`src/rtl/axis_out.sv`:
```
// AXI-Stream output stage: result FIFO, frame tlast and ap_done generation.
// Optional stall/extra-sample overflow flag enabled by AXIS_OUT_OVF_CHECK_EN.
module axis_out #(
  parameter int pDATA_WIDTH = 32,
  parameter int FIFO_DEPTH  = 4,
  parameter int pLEN_WIDTH  = 10
) (
  input  logic                   clk,
  input  logic                   rst,
  input  logic                   ap_start,
  input  logic [pLEN_WIDTH-1:0]  data_length,
  input  logic [pDATA_WIDTH-1:0] fir_data,
  input  logic                   fir_valid,
  output logic                   fir_ready,
  output logic                   outfinish,
  output logic                   sm_tvalid,
  output logic [pDATA_WIDTH-1:0] sm_tdata,
  output logic                   sm_tlast,
  input  logic                   sm_tready,
  output logic                   ap_done,
  output logic                   ovf_err
);

  localparam int AW = $clog2(FIFO_DEPTH);
  localparam int CW = AW + 1;

  typedef enum logic [1:0] {IDLE, RUN, DRAIN, DONE} state_t;

  state_t                 state_q;
  logic [pLEN_WIDTH-1:0]  len_q;
  logic [pLEN_WIDTH-1:0]  rx_cnt_q;
  logic [pLEN_WIDTH-1:0]  tx_cnt_q;
  logic [pLEN_WIDTH-1:0]  rx_cnt_d;
  logic [pLEN_WIDTH-1:0]  last_idx;

  logic [pDATA_WIDTH-1:0] mem_q [FIFO_DEPTH];
  logic [AW-1:0]          wr_ptr_q;
  logic [AW-1:0]          rd_ptr_q;
  logic [CW-1:0]          cnt_q;
  logic [CW-1:0]          free;

  logic full;
  logic empty;
  logic push;
  logic pop;
  logic is_idle;

  assign is_idle   = (state_q == IDLE);
  assign full      = (cnt_q == CW'(FIFO_DEPTH));
  assign empty     = (cnt_q == '0);
  assign free      = CW'(FIFO_DEPTH) - cnt_q;

  assign fir_ready = (state_q == RUN) & ~full;
  assign push      = fir_valid & fir_ready;
  assign sm_tvalid = ~empty;
  assign pop       = sm_tvalid & sm_tready;
  assign sm_tdata  = sm_tvalid ? mem_q[rd_ptr_q] : '0;

  // len_q-1 only matters when len_q is non-zero
  assign last_idx  = len_q - pLEN_WIDTH'(1);
  assign sm_tlast  = sm_tvalid & (len_q != '0) & (tx_cnt_q == last_idx);

  assign outfinish = (free >= CW'(2)) | is_idle;
  assign ap_done   = (state_q == DONE);
  assign rx_cnt_d  = rx_cnt_q + pLEN_WIDTH'(1);

  always_ff @(posedge clk) begin
    if (push) mem_q[wr_ptr_q] <= fir_data;
  end

  always_ff @(posedge clk or posedge rst) begin
    if (rst) begin
      wr_ptr_q <= '0;
      rd_ptr_q <= '0;
      cnt_q    <= '0;
    end else begin
      if (push) wr_ptr_q <= wr_ptr_q + AW'(1);
      if (pop)  rd_ptr_q <= rd_ptr_q + AW'(1);
      unique case ({push, pop})
        2'b10:   cnt_q <= cnt_q + CW'(1);
        2'b01:   cnt_q <= cnt_q - CW'(1);
        default: cnt_q <= cnt_q;
      endcase
    end
  end

  always_ff @(posedge clk or posedge rst) begin
    if (rst) begin
      state_q  <= IDLE;
      len_q    <= '0;
      rx_cnt_q <= '0;
      tx_cnt_q <= '0;
    end else begin
      if (pop) tx_cnt_q <= tx_cnt_q + pLEN_WIDTH'(1);
      unique case (state_q)
        IDLE: begin
          if (ap_start) begin
            len_q    <= data_length;
            rx_cnt_q <= '0;
            tx_cnt_q <= '0;
            state_q  <= (data_length == '0) ? DONE : RUN;
          end
        end
        RUN: begin
          if (push) begin
            rx_cnt_q <= rx_cnt_d;
            if (rx_cnt_d == len_q) state_q <= DRAIN;
          end
        end
        DRAIN: begin
          if (pop && sm_tlast) state_q <= DONE;
        end
        DONE: state_q <= IDLE;
        default: state_q <= IDLE;
      endcase
    end
  end

`ifdef AXIS_OUT_OVF_CHECK_EN
  logic [6:0] wd_q;
  logic       ovf_q;
  logic       stall;
  logic       extra;

  assign stall   = fir_valid & (state_q == RUN) & full;
  assign extra   = fir_valid & (is_idle | (state_q == DRAIN));
  assign ovf_err = ovf_q;

  // wd_q counts prior stalled cycles; saturates once past the limit
  always_ff @(posedge clk or posedge rst) begin
    if (rst) begin
      wd_q  <= '0;
      ovf_q <= 1'b0;
    end else begin
      if (!stall)     wd_q <= '0;
      else if (!wd_q[6]) wd_q <= wd_q + 7'd1;
      if (ap_start && is_idle) ovf_q <= 1'b0;
      else if ((stall && wd_q[6]) || extra) ovf_q <= 1'b1;
    end
  end
`else
  assign ovf_err = 1'b0;
`endif

endmodule

```
`config.mk`:
```
export PLATFORM = sky130hd
export DESIGN_NAME = axis_out
export DESIGN_NICKNAME = d
export VERILOG_FILES = /design/src/rtl/axis_out.sv
export SDC_FILE = /design/constraint.sdc
export NUM_CORES = 1
export LEC_CHECK = 0
export CAP_MARGIN = 20
export CORE_ASPECT_RATIO = 0.5
export CORE_UTILIZATION = 37
export DETAILED_ROUTE_END_ITERATION = 12
export SLEW_MARGIN = 10
export SYNTH_ARGS = -nofsm -noshare
export SYNTH_HDL_FRONTEND = slang
export SYNTH_SLANG_ARGS = --single-unit
```
`constraint.sdc`:
```
create_clock -name clk -period 6.43 [get_ports clk]
set_input_delay 1.286 -clock clk [delete_from_list [all_inputs] [get_ports clk]]
set_output_delay 1.286 -clock clk [all_outputs]
set_load 0.005 [all_outputs]
```
Word-level counts from Yosys, hierarchy flattened
Memory sizes are Yosys's and may differ from the RTL's.
Index checks and enable logic that the tools add are counted.
{"block": "op_classes", "mul": 0, "muxes": 16, "shift": 0, "order_cmp": 1, "n_eq_ne": 12, "div": 0, "bitwise": 8, "reduce_logical": 10, "n_addsub": 8}
{"operator": "10-bit two-way mux", "count": 5}
{"operator": "32-bit two-way mux", "count": 1}
{"operator": "10-bit by 1-bit adder with 10-bit output (second input constant)", "count": 2}
{"operator": "10-bit equality test", "count": 2}
{"operator": "10-bit one-hot mux with 2 select lines", "count": 1}
{"operator": "10-bit logical NOT", "count": 1}
{"operator": "2-bit two-way mux", "count": 5}
{"operator": "10-bit nonzero test", "count": 1}
{"operator": "10-bit by 1-bit subtractor with 10-bit output (second input constant)", "count": 1}
{"operator": "2-bit one-hot mux with 4 select lines", "count": 1}
{"operator": "2-bit equality test (second input constant)", "count": 3}
{"operator": "2-bit != test (second input constant)", "count": 3}
{"operator": "3-bit one-hot mux with 2 select lines", "count": 1}
{"operator": "1-bit AND", "count": 5}
{"operator": "2-bit by 1-bit adder with 2-bit output (second input constant)", "count": 2}
{"operator": "2-bit by 1-bit equality test with 1-bit output (second input constant)", "count": 2}
{"operator": "4-bit AND reduction", "count": 1}
{"operator": "2-bit nonzero test", "count": 2}
{"operator": "3-bit by 1-bit adder with 3-bit output (second input constant)", "count": 1}
{"operator": "3-bit equality test (second input constant)", "count": 1}
{"operator": "3-bit by 2-bit >= comparator with 1-bit output (second input constant)", "count": 1}
{"operator": "3-bit logical NOT", "count": 1}
{"operator": "3-bit AND reduction", "count": 1}
{"operator": "3-bit by 1-bit subtractor with 3-bit output (second input constant)", "count": 1}
{"operator": "8 further kinds", "count": 10}
{"block": "totals", "register_bits": 39, "romBits": 0, "elab_cells": 63, "out_inout_bits": 38, "mem_bits_rw": 128, "memories": 1, "latch_bits": 0}
{"name": "mem_q", "depth": 4, "word_bits": 32, "read_ports": 1, "rd_clocked_by_memory_dff": 0, "wr": 1, "line": "36", "text": "logic [pDATA_WIDTH-1:0] mem_q [FIFO_DEPTH];"}

Longest topological paths before layout
{"block": "logic_depth", "depth_word": 7, "ltp_mapped": 12, "depth_no_buf": 12}

Worst setup path after synthesis
Ideal clock, no wire load.
{"block": "synth_timing", "kind": "register to output", "startpoint": "reg len_q[0]", "endpoint": "out sm_tlast", "n_path_buf": 1, "path_slack_ns": 3.381, "path_stages_with_launch": 9, "arrival_ns": 1.763, "path_cell_list": "dfrtp_1 -> inv_1 -> ha_1 -> buf_2 -> or4b_1 -> nor2_1 -> o21ai_1 -> a21oi_1 -> and3_1"}
{"block": "synth_via", "elab_chain_cells": 3, "elab_cells_between_ends": 5, "classes_between": "1 x add/sub; 1 x eq/ne; 2 x bitwise; 1 x reduce/logical"}
{"item": "start: declaration", "line": "30", "text": "logic [pLEN_WIDTH-1:0] len_q;"}
{"item": "start signal: assignment", "line": "98", "text": "len_q <= data_length;"}
{"item": "10-bit by 1-bit subtractor with 10-bit output / 10-bit nonzero test (equally long branches)", "line": "60, 61"}
{"item": "10-bit equality test / 1-bit AND (equally long branches)", "line": "61", "text": "assign sm_tlast = sm_tvalid & (len_q != '0) & (tx_cnt_q == last_idx);"}
{"item": "1-bit AND *", "line": "61"}
{"item": "end: declaration", "line": "18", "text": "output logic sm_tlast,"}
Every way passes the cells marked *; elsewhere a longest branch is shown, timed or not.

Final worst setup path
Same ends and word-level chain as after synthesis.

==> results.md <==
Power:
- The net switching share of the total power is 0.3235.
- The part of the power in combinational logic is 0.361.
- The switching power summed over all nets is 1.283 mW.
- The cell-internal power is 2.682 mW.
- VDD sags by at most 0.0002710 V.
- The total design power is 3.964 mW.
- The analysis attributes to cell leakage a power of 3.327 nW.
- In this run the power density over the cells is 430.8 mW/mm^2.
- Of the total power, the clock network draws 0.256.
- Of the total power, registers draw 0.382.

Critical path:
- The data required time of the critical path is 5140 ps.
- The cell family with the largest share of critical-path delay is simple AND/OR/NAND/NOR gates.
- Traced cell by cell, the critical path runs through inv_1 -> ha_1 -> or4b_1 -> nor2_1 -> o21ai_1 -> a21oi_1 -> and3_1 -> clkdlybuf4s50_1.
- The top fanout value on the critical path is 10.
- The depth of the most critical reg-to-reg path is 8.
- The largest single stage delay on the critical path is 500 ps.
- The capturing element type of the critical path is an output pin.
- The slowest cell on the critical path is or4b_1.
- The instance count on the critical path is 8.
- The arrival time reported for the critical path endpoint is 2910 ps.
- STA classifies the critical path startpoint as a register.
- The startpoint identified for the worst register-to-register timing path is state_q[1].
- Setup slack on the worst reg-to-reg path comes out at 3590 ps.
- The critical path contains buffers and inverters numbering 2 combined.
- The critical path start-end classification is reg -> out.
- The beginning of the critical path is len_q[0].
- The endpoint of the most critical register-to-register path is rx_cnt_q[0].
- In this run the worst setup path terminates at sm_tlast.

Clock network:
- The depth of the CTS H-tree is 4.
- The later-pin clock latency in the skew report is 420 ps.
- CTS placed an instance of clkbuf_16 at the clock tree root.
- The count of instances resized after the clock tree is built is 0.
- The longest clock path from root to sink contains 2 buffers.
- After clock tree synthesis, the clock-pin slew on the worst setup and hold paths is 70 ps.
- Once the clock tree was built, the setup fixing pass inserted 0 buffers.
- Hold repair after CTS inserted 0 buffers.
- For this design, the sink count on the clock tree is 167.
- The total clock buffers created by CTS is 17.
- The CTS tree is done.

Synthesis:
- The share of synthesized registers carrying an async set or reset is 0.2335.
- By area, the combinational part of the netlist is dominated by simple AND/OR/NAND/NOR gates.
- Of the synthesized area, sequential elements account for 0.6356.
- The number of flops mapped to enable cells by yosys is 128.
- Of the total synthesized cell area, the portion taken by AND, OR, NAND and NOR gates is 0.1145.
- The number of different library cells used by synthesis comes to 54.
- The adder-cell area share of the yosys netlist is 0.02904.
- The xor-xnor portion of the synthesized cell area is 0.04043.
- The synthesized netlist occupies a cell area of 0.007582 mm^2.
- The average cell area after synthesis is 14.69 um^2.
- The complex-gate fraction of the synthesized area is 0.04587.
- After synthesis, the share of cell area in mux cells is 0.1017.
- The dominant synthesized flop cell is edfxtp_1.
- During synthesis, Yosys emitted a total of 0 warnings.
- The flop and latch count out of synthesis is 167.
- The synthesized netlist net count is 580.
- After technology mapping, the gate count stands at 516.

Layout:
- Excluding fillers, the count of instances in the completed layout stands at 871.
- The antenna diode count is 0.
- The post-synthesis to final-layout area growth is 21.37%.
- After the last flow step, the layout net total stands at 656.
- For this run, the share of the core covered by cells in the final layout is 0.4654.
- The fraction of final layout cells sized beyond drive strength 1 is 0.1421.

Job:
- The tool flagged a number of max-cap violations equal to 0.

Die:
- The number of standard-cell rows in the floorplan is 36.
- Measured along the x axis, the die boundary spans 204.5 um.
- The placeable core area is 0.01977 mm^2.
- The I/O pin count is 85.
- The starting density of the core is 0.3834.
- The floorplan step defined a die boundary enclosing 0.02110 mm^2.
- The vertical extent of the die is 103.2 um.

Global routing:
- Entering global routing, the biggest net connects 40 pins.
- The first global-routing pass estimated 24140 um of wire.
- The number of antenna violations at the first check in global routing came to 0.
- The total global routing overflow is 0.
- The number of global-route vias before repair was 4399.
- The global-route usage over all layers is 0.1537.

Outcome:
- The run finished with clean final reports.

Timing:
- At the pin with the least slew margin, the transition time is 905.4 ps.
- The worst slew margin relative to its limit is 0.3964.
- The setup skew after layout is 11.36 ps.
- Across all hold checks on the routed design, the worst slack comes to 470.8 ps.
- The total negative slack is 0 ps.
- Setup violations remaining at the end of the flow were counted as 0.
- The number of pins exceeding their max-slew limit in the final report is 0.
- Setup repair after global routing left no endpoint under its margin.
- The worst path in the final design needs a cycle of 4200 ps, including I/O delays and setup.
- For this run, the top clock speed supported by timing is 238.1 MHz.
- The final critical-path share of the clock period is 0.6533.
- The hold violation count in the final report came to 0.

Route:
- The antenna violation net count after detailed routing is 0.
- The first detailed-routing pass took 4 iterations.
- The detail-routed net length per standard cell is 17.17 um.
- The detailed router's first-iteration violation count is 240.
- The via count is 4349.
- The post-detailed-route via-to-cell ratio is 4.993.
- The post-detailed-routing wire length is 14950 um.
- For this run, design rule violations remaining after detail routing come to 0.

Place:
- The number of buffers added on ports is 83.
- The post-placement cell count is 839.
- At the end of routability-driven placement, the weighted congestion stood at 0.7684.
- Detailed placement finished with a half-perimeter wire length of 9546 um.

Min path:
- The classification of the worst-slack hold path is reg -> reg.
==> synth_stat cells, types with 3 or more instances <==
master    number  area, um^2
a21oi_1        7       35.03
clkbuf_1      17       63.81
inv_1         18       67.56
nand3_1       11       55.05
nor3b_1        3       22.52
nand4_2        3       37.54
edfxtp_1     128        3844
nor4_1         3       18.77
and3_1        11       68.82
buf_6          4       45.04
xor2_1        17       148.9
buf_2          6       30.03
mux4_2        32       720.7
dfrtp_1       39       975.9
nand4_1        6       37.54
and2_1        36       225.2
o31ai_1        5       37.54
o22ai_1        3       18.77
nor2b_1        5       31.28
ha_1          16       200.2
nor3_1         8       40.04
mux2i_1        5       50.05
a31oi_1        3       18.77
nor2_1        21       78.83
nand2_1       40       150.1
and4_1         3       26.28
xnor2_1       18       157.7
o21ai_0       16       80.08
==> routing by layer <==
layer	up-vias	global-route usage	part of all wire
met5	-	0	0
met4	0	0.03961	0.0067
met3	11	0.04229	0.032
met2	72	0.2467	0.49
met1	2191	0.2086	0.48
li1	2075	-	-
==> power groups by stage <==
stage	combinational, mW	sequential (mW)	clock, mW
global route	1.61	1.55	1.08
CTS	1.47	1.52	1.04
floorplan	1.02	1.42	0
detailed placement	1.46	1.54	0
finish	1.43	1.52	1.02
global placement	1.44	1.54	0
==> registers in the layout, summed over array words and instances, names as in the netlist <==
signal	flops
mem_q	128
wr_ptr_q	2
tx_cnt_q	10
rx_cnt_q	10
cnt_q	3
rd_ptr_q	2
len_q	10
state_q	2
==> layout by cell type, fill, tap and decap left out, drive strengths merged, types with 6 or more instances in the layout <==
cell type	synthesis	layout
o31ai	6	6
inv	19	24
ha	16	16
mux4	32	32
nand3	11	11
o21ai	18	18
xor2	17	17
clkbuf	19	17
clkdlybuf4s50	0	83
dfrtp	39	39
edfxtp	128	128
nor2	21	21
xnor2	18	18
a21oi	8	8
and2	38	38
nand4	9	9
nor3	9	9
and3	13	13
nand2	40	40
==> metrics by stage <==
| step | area, um^2 | setup WS (ps) |
|---|---|---|
| final | 9203 | 2230 |
| after global routing | 9203 | 2057 |
| after CTS | 9203 | 2233 |
| after detailed placement | 8608 | 2704 |
| after global placement | 8608 | 2715 |
| after floorplan | 7582 | 3381 |
==> layout make-up <==
class	instances	area, um^2
inverters	19	71.32
clock inverters	15	168.9
clock buffers	17	425.4
multi-input cells	300	2522
fillers	1754	10570
repair buffers	87	860.8
well taps	266	332.8
flip-flops and latches	167	4821
==> cell families after synthesis <==
| group | after synthesis |
|---|---|
| and+or+nand+nor | 158 |
| xor gates and xnor gates | 35 |
| buffers and inverters | 49 |
| muxes | 37 |
| other | 1 |
| DFF | 167 |
| AOI/OAI and AO/OA | 52 |
| adders and majority gates | 17 |
==> worst min path at each step <==
stage,startpoint,to,slack (ps),depth (start not counted)
2_1_floorplan,cnt_q[0],cnt_q[0],440,1
3_3_place_gp,cnt_q[0],cnt_q[0],450,1
5_1_grt,cnt_q[0],cnt_q[0],500,1
6_report,cnt_q[0],cnt_q[0],470,1
3_5_place_dp,cnt_q[0],cnt_q[0],460,1
4_1_cts,cnt_q[0],cnt_q[0],470,1
(Power assumes the default switching activity.)
